$ cat src/rtl/arb6_rr_mux_if.sv
// Stream bundle between six producers, the round-robin arbiter and one consumer.
// slave: arbiter side; master: producer/consumer (testbench) side.
interface arb6_rr_mux_if #(
    parameter int DW = 1
);
    logic [5:0]    in_valid;
    logic [5:0]    in_last;
    logic [5:0]    in_ready;
    logic [DW-1:0] in0;
    logic [DW-1:0] in1;
    logic [DW-1:0] in2;
    logic [DW-1:0] in3;
    logic [DW-1:0] in4;
    logic [DW-1:0] in5;
    logic          out_valid;
    logic [DW-1:0] out_data;
    logic          out_last;
    logic [5:0]    out_src;
    logic          out_ready;
    logic          lock_err;

    modport slave (
        input  in_valid, in_last, in0, in1, in2, in3, in4, in5, out_ready,
        output in_ready, out_valid, out_data, out_last, out_src, lock_err
    );

    modport master (
        output in_valid, in_last, in0, in1, in2, in3, in4, in5, out_ready,
        input  in_ready, out_valid, out_data, out_last, out_src, lock_err
    );
endinterface

$ cat src/rtl/arb6_rr_mux.sv
// Six-way round-robin packet arbiter with a one-hot AND-OR mux and a registered output beat.
// Optional lock timeout enabled by defining ARB6_LOCK_TIMEOUT_EN.
module arb6_rr_mux #(
    parameter int DW  = 1,
    parameter int TMO = 16
) (
    input  logic          clk,
    input  logic          reset,
    arb6_rr_mux_if.slave  bus
);
    typedef enum logic {ST_IDLE, ST_LOCKED} state_t;

    state_t        r_state;
    logic [2:0]    r_lock_id;
    logic [2:0]    r_ptr;
    logic          r_out_valid;
    logic          r_out_last;
    logic [DW-1:0] r_out_data;
    logic [5:0]    r_out_src;
`ifdef ARB6_LOCK_TIMEOUT_EN
    logic [7:0]    r_cnt;
    logic          r_lock_err;
`endif

    logic [DW-1:0] w_in [6];
    logic [DW-1:0] w_mux;
    logic [5:0]    w_grant;
    logic [2:0]    w_gidx;
    logic [2:0]    w_gnext;
    logic [3:0]    w_idx;
    logic          w_load;
    logic          w_xfer;
    logic          w_last;

    assign w_in[0] = bus.in0;
    assign w_in[1] = bus.in1;
    assign w_in[2] = bus.in2;
    assign w_in[3] = bus.in3;
    assign w_in[4] = bus.in4;
    assign w_in[5] = bus.in5;

    // Walk the search order backwards so the candidate closest to ptr is written last and wins.
    always_comb begin
        w_grant = '0;
        w_gidx  = '0;
        w_idx   = '0;
        if (r_state == ST_LOCKED) begin
            w_grant = 6'b1 << r_lock_id;
            w_gidx  = r_lock_id;
        end else begin
            for (int k = 5; k >= 0; k--) begin
                w_idx = {1'b0, r_ptr} + 4'(k);
                if (w_idx >= 4'd6) w_idx = w_idx - 4'd6;
                if (|(bus.in_valid & (6'b1 << w_idx[2:0]))) begin
                    w_grant = 6'b1 << w_idx[2:0];
                    w_gidx  = w_idx[2:0];
                end
            end
        end
    end

    always_comb begin
        w_mux = '0;
        for (int i = 0; i < 6; i++) w_mux = w_mux | ({DW{w_grant[i]}} & w_in[i]);
    end

    assign w_load  = ~r_out_valid | bus.out_ready;
    assign w_xfer  = w_load & (|(bus.in_valid & w_grant));
    assign w_last  = |(bus.in_last & w_grant);
    assign w_gnext = (w_gidx == 3'd5) ? 3'd0 : w_gidx + 3'd1;

    assign bus.in_ready  = w_grant & {6{w_load & ~reset}};
    assign bus.out_valid = r_out_valid;
    assign bus.out_data  = r_out_data;
    assign bus.out_last  = r_out_last;
    assign bus.out_src   = r_out_src;
`ifdef ARB6_LOCK_TIMEOUT_EN
    assign bus.lock_err  = r_lock_err;
`else
    assign bus.lock_err  = 1'b0;
`endif

    always_ff @(posedge clk or posedge reset) begin
        if (reset) begin
            r_state     <= ST_IDLE;
            r_lock_id   <= '0;
            r_ptr       <= '0;
            r_out_valid <= 1'b0;
            r_out_last  <= 1'b0;
            r_out_data  <= '0;
            r_out_src   <= '0;
`ifdef ARB6_LOCK_TIMEOUT_EN
            r_cnt       <= '0;
            r_lock_err  <= 1'b0;
`endif
        end else begin
            if (w_load) begin
                if (w_xfer) begin
                    r_out_valid <= 1'b1;
                    r_out_data  <= w_mux;
                    r_out_last  <= w_last;
                    r_out_src   <= w_grant;
                    if (w_last) begin
                        r_state <= ST_IDLE;
                        r_ptr   <= w_gnext;
                    end else begin
                        r_state   <= ST_LOCKED;
                        r_lock_id <= w_gidx;
                    end
                end else begin
                    r_out_valid <= 1'b0;
                end
            end
`ifdef ARB6_LOCK_TIMEOUT_EN
            // A lock owner that goes quiet for TMO cycles forfeits the lock; priority moves past it.
            r_lock_err <= 1'b0;
            if (w_xfer) begin
                r_cnt <= '0;
            end else if ((r_state == ST_LOCKED) && !(|(bus.in_valid & w_grant))) begin
                if (r_cnt == 8'(TMO - 1)) begin
                    r_cnt      <= '0;
                    r_state    <= ST_IDLE;
                    r_ptr      <= w_gnext;
                    r_lock_err <= 1'b1;
                end else begin
                    r_cnt <= r_cnt + 8'd1;
                end
            end
`endif
        end
    end
endmodule

$ cat src/flat_wrapper.sv
// flat-port wrapper written by rule: the top's interface ports become plain ports
module arb6_rr_mux_flat 
#(
    parameter int DW  = 1,
    parameter int TMO = 16
)
  (clk, reset, bus_in_valid, bus_in_last, bus_in0, bus_in1, bus_in2, bus_in3, bus_in4, bus_in5, bus_out_ready, bus_in_ready, bus_out_valid, bus_out_data, bus_out_last, bus_out_src, bus_lock_err);
  arb6_rr_mux_if #(.DW(DW)) bus_i ();
  input  logic clk;
  input  logic reset;
  input wire logic [$bits(bus_i.in_valid)-1:0] bus_in_valid;
  input wire logic [$bits(bus_i.in_last)-1:0] bus_in_last;
  input wire logic [$bits(bus_i.in0)-1:0] bus_in0;
  input wire logic [$bits(bus_i.in1)-1:0] bus_in1;
  input wire logic [$bits(bus_i.in2)-1:0] bus_in2;
  input wire logic [$bits(bus_i.in3)-1:0] bus_in3;
  input wire logic [$bits(bus_i.in4)-1:0] bus_in4;
  input wire logic [$bits(bus_i.in5)-1:0] bus_in5;
  input wire logic [$bits(bus_i.out_ready)-1:0] bus_out_ready;
  output wire logic [$bits(bus_i.in_ready)-1:0] bus_in_ready;
  output wire logic [$bits(bus_i.out_valid)-1:0] bus_out_valid;
  output wire logic [$bits(bus_i.out_data)-1:0] bus_out_data;
  output wire logic [$bits(bus_i.out_last)-1:0] bus_out_last;
  output wire logic [$bits(bus_i.out_src)-1:0] bus_out_src;
  output wire logic [$bits(bus_i.lock_err)-1:0] bus_lock_err;
  assign bus_i.in_valid = bus_in_valid;
  assign bus_i.in_last = bus_in_last;
  assign bus_i.in0 = bus_in0;
  assign bus_i.in1 = bus_in1;
  assign bus_i.in2 = bus_in2;
  assign bus_i.in3 = bus_in3;
  assign bus_i.in4 = bus_in4;
  assign bus_i.in5 = bus_in5;
  assign bus_i.out_ready = bus_out_ready;
  assign bus_in_ready = bus_i.in_ready;
  assign bus_out_valid = bus_i.out_valid;
  assign bus_out_data = bus_i.out_data;
  assign bus_out_last = bus_i.out_last;
  assign bus_out_src = bus_i.out_src;
  assign bus_lock_err = bus_i.lock_err;
  arb6_rr_mux #(.DW(DW), .TMO(TMO)) u_core (.clk(clk), .reset(reset), .bus(bus_i));
endmodule
$ cat config.mk
export PLATFORM = sky130hd
export DESIGN_NAME = arb6_rr_mux_flat
export DESIGN_NICKNAME = d
export VERILOG_FILES = /design/src/rtl/arb6_rr_mux_if.sv /design/src/rtl/arb6_rr_mux.sv /design/src/flat_wrapper.sv
export SDC_FILE = /design/constraint.sdc
export NUM_CORES = 1
export LEC_CHECK = 0
export ABC_AREA = 1
export ABC_CLOCK_PERIOD_IN_PS = 3550
export BUFFER_PORTS_ARGS = -buffer_cell sky130_fd_sc_hd__buf_4
export CAP_MARGIN = 25
export CORE_ASPECT_RATIO = 1.75
export CORE_MARGIN = 1
export CORE_UTILIZATION = 45
export CTS_CLUSTER_DIAMETER = 30
export CTS_CLUSTER_SIZE = 30
export DETAILED_ROUTE_END_ITERATION = 16
export PLACE_DENSITY = 0.68
export RECOVER_POWER = 100
export SETUP_SLACK_MARGIN = 0.05
export SYNTH_ARGS = -nofsm -noshare
export SYNTH_HDL_FRONTEND = slang
export SYNTH_SLANG_ARGS = --single-unit
$ cat constraint.sdc
create_clock -name clk -period 3.55 [get_ports clk]
set_clock_uncertainty 0.15 [all_clocks]
set_input_delay 0.355 -clock clk [delete_from_list [all_inputs] [get_ports clk]]
set_output_delay 0.355 -clock clk [all_outputs]
set_load 0.01 [all_outputs]
==> insert_results.sql <==
INSERT INTO impl_metrics (metric_group, metric, value, unit) VALUES
('status', 'outcome', 'completed', ''),
('setup_path', 'startpoint_type', 'flip-flop', ''),
('die', 'die_w', '59.3', 'um'),
('yosys', 'syn_inst', '439', ''),
('setup_path', 'reg2reg_depth', '24', ''),
('placed_design', 'instance_count_after_placement_with_tap_cells_included', '544', ''),
('yosys', 'synth_edf_count', '0', ''),
('routing', 'first_pass_iters', '4', ''),
('sta', 'period_minus_slack', '3.52', 'ns'),
('setup_path', 'rr_endpoint', 'u_core.r_ptr[2]$_DFFE_PP0P_', ''),
('global_routing', 'grt_start_max_net_pins', '22', ''),
('placed_design', 'placement.io_buffers', '35', ''),
('setup_path', 'critical_path_required', '3.04', 'ns'),
('setup_path', 'max_stage_delay', '0.51', 'ns'),
('yosys', 'synth_async_sr_flop_share', '100', '%'),
('finish', 'final_common_cell', 'nand2_1', ''),
('finish', 'final_cells', '578', ''),
('setup_path', 'critPathTopFamily', 'simple AND/OR/NAND/NOR gates', ''),
('setup_path', 'rr_startpoint', 'u_core.r_ptr[2]$_DFFE_PP0P_', ''),
('yosys', 'synthDominantCellAreaShare', '18.9', '%'),
('sta', 'drv_slew', '0', ''),
('placed_design', 'post-dp-hpwl', '6.75', 'mm'),
('yosys', 'post_synth.cell_area_avg', '5.89', 'um2'),
('routing', 'wl_cell', '16.0', 'um'),
('finish', 'final_cell_mix', 'nand2_1, buf_4, nor2_1', ''),
('yosys', 'syn_area', '2590', 'um2'),
('cts', 'max-clock-path-buffers', '2', ''),
('routing', 'drcViolationCount', '0', ''),
('global_routing', 'total_gr_overflow', '0', ''),
('setup_path', 'timing.critical_path.slowest_stage_cell', 'dfrtp_2', ''),
('finish', 'design.final.nets', '532', ''),
('global_routing', 'grt_pass1_vias', '2991', ''),
('min_path', 'hp-start', 'u_core.r_lock_id[2]$_DFFE_PP0P_', ''),
('cts', 'cts-buffers-inserted', '3', ''),
('sta', 'maxClockFrequency', '284', 'MHz'),
('cts', 'cts_root_buffer', 'clkbuf_8', ''),
('setup_path', 'worst_setup_ep_type', 'primary output', ''),
('min_path', 'hold_end', 'u_core.r_lock_id[2]$_DFFE_PP0P_', ''),
('min_path', 'min-delay-path-class', 'flip-flop to flip-flop', ''),
('yosys', 'yosys_warnings', '0', ''),
('sta', 'slew_headroom', '53.5', '%'),
('die', 'rows', '36', ''),
('yosys', 'synth.ff_latch_count', '16', ''),
('yosys', 'synth_flop_cell', 'dfrtp_1', ''),
('yosys', 'synth_top_cells_by_area', 'nand2_1, dfrtp_1, nand3_1', ''),
('routing', 'vias', '3200', ''),
('routing', 'routed_wl', '9.23', 'mm'),
('routing', 'remaining_antenna_violation_count_after_routing', '0', ''),
('cts', 'cts_num_sinks', '16', ''),
('sta', 'setup_viol', '0', ''),
('setup_path', 'critPathKind', 'flip-flop to primary output', ''),
('sta', 'report.final.hold_viol_count', '0', ''),
('global_routing', 'globalRouteTotalUtil', '29.7', '%'),
('cts', 'ctsHtreeMaxLevel', '1', ''),
('finish', 'layout-area-overhead-vs-synth', '34.3', '%'),
('global_routing', 'antenna_found_initial', '0', ''),
('cts', 'cts_tree', 'done', ''),
('sta', 'fin_tns_setup', '0', 'ns'),
('cts', 'clock_transition_at_path_regs', '0.07', 'ns'),
('die', 'initial_cell_density_of_the_core', '46.7', '%'),
('flow_run', 'max_cap_violations', '0', ''),
('setup_path', 'r2r_setup_slack', '0.10', 'ns'),
('die', 'design.core.area', '5540', 'um2'),
('min_path', 'holdPathStages', '2', ''),
('finish', 'insertedDiodeCount', '0', ''),
('sta', 'tightest_slew', '0.691', 'ns'),
('yosys', 'post_synth_num_cell_types', '38', ''),
('die', 'die_area', '6070', 'um2'),
('routing', 'via_density_per_instance', '5.54', ''),
('routing', 'initialDrtViolationCount', '191', ''),
('yosys', 'synth_area_leader', 'nand2_1', '');
==> through the flow <==
stage          instance area, um2  setup WS (ns)  hold WS [ns]
5_1_grt                      3480         -0.168         0.354
3_5_place_dp                 2910        -0.0884         0.237
6_report                     3480         0.0265         0.329
3_3_place_gp                 2910       -0.00201         0.234
2_1_floorplan                2590          0.167         0.127
4_1_cts                      3040         0.0101         0.329
==> kinds of logic (layout without fill, tap and decap cells) <==
kind of cell / Yosys count / in the layout / share of synthesized area (%)
compound gates: 48 / 48 / 11.9
xor+xnor: 1 / 1 / 0.629
fa+ha+maj: 8 / 8 / 3.87
buf+inv: 71 / 132 / 12.1
flops: 16 / 16 / 15.5
other cells: 1 / 1 / 0.145
simple gates: 294 / 296 / 55.9
==> flip-flops by register name, summed over array words and instances, names as in the netlist <==
name	flops
u_core.bus.out_data	1
u_core.bus.out_src	6
u_core.bus.out_last	1
u_core.bus.out_valid	1
u_core.r_ptr	3
u_core.r_state	1
u_core.r_lock_id	3
==> what timing repair did <==
| action | 4_1_cts | 5_1_grt |
|---|---|---|
| resized for setup | 11 | 68 |
| hold buffers | 1 | 0 |
| endpoints found under the setup margin | 22 | 22 |
| pin swaps | 2 | 25 |
| buffers inserted | 3 | 24 |
| cloned | 0 | 2 |
| hold endpoints to repair | 16 | 0 |
==> Yosys cell counts (7+ instances only) <==
library cell and n:
o21ai_0 10, ha_1 8, nand3_1 49, dfrtp_1 16, nand2_2 10, nand4_1 19
inv_1 43, inv_2 11, nor3_1 9, o21ai_2 10, buf_2 7, a21oi_1 14
nand2_1 130, nor2_1 50
==> metal layers <==
layer / share of wire [%] / track usage [%] / up-vias
met5: 0 / 0 / -
met4: 7.9 / 24.5 / 0
met2: 55 / 57.0 / 130
met1: 32 / 26.8 / 1451
met3: 4.4 / 2.41 / 56
li1: - / - / 1563
==> final cells by class <==
cell class / count / area (um2)
timing repair buffer: 71 / 541
sequential: 16 / 403
tap: 76 / 95.1
clock buffer: 4 / 55.1
fill: 531 / 2060
inverter: 57 / 221
multi-input combinational: 354 / 2160
==> worst min-delay path, delay by kind of cell, from the launching register on <==
family	cells	cell delay [ns]
and+or+nand+nor	2	0.10
DFF	1	0.34
==> how the worst max path moves through the flow <==
| stage | from | endpoint | cells after the start |
|---|---|---|---|
| after floorplan | u_core.r_ptr[0]$_DFFE_PP0P_ | u_core.bus.out_valid$_DFFE_PP0N_ | 26 |
| after global placement | u_core.r_ptr[1]$_DFFE_PP0P_ | u_core.r_ptr[1]$_DFFE_PP0P_ | 26 |
| after detailed placement | u_core.r_ptr[1]$_DFFE_PP0P_ | u_core.r_ptr[2]$_DFFE_PP0P_ | 24 |
| after CTS | u_core.r_ptr[2]$_DFFE_PP0P_ | bus_in_ready[5] | 21 |
| after global routing | u_core.r_ptr[2]$_DFFE_PP0P_ | bus_in_ready[5] | 22 |
| final | u_core.r_ptr[2]$_DFFE_PP0P_ | bus_in_ready[5] | 21 |
Power is not shown: default switching activity piles up to over one toggle a cycle in this logic, so the estimate is an artifact.
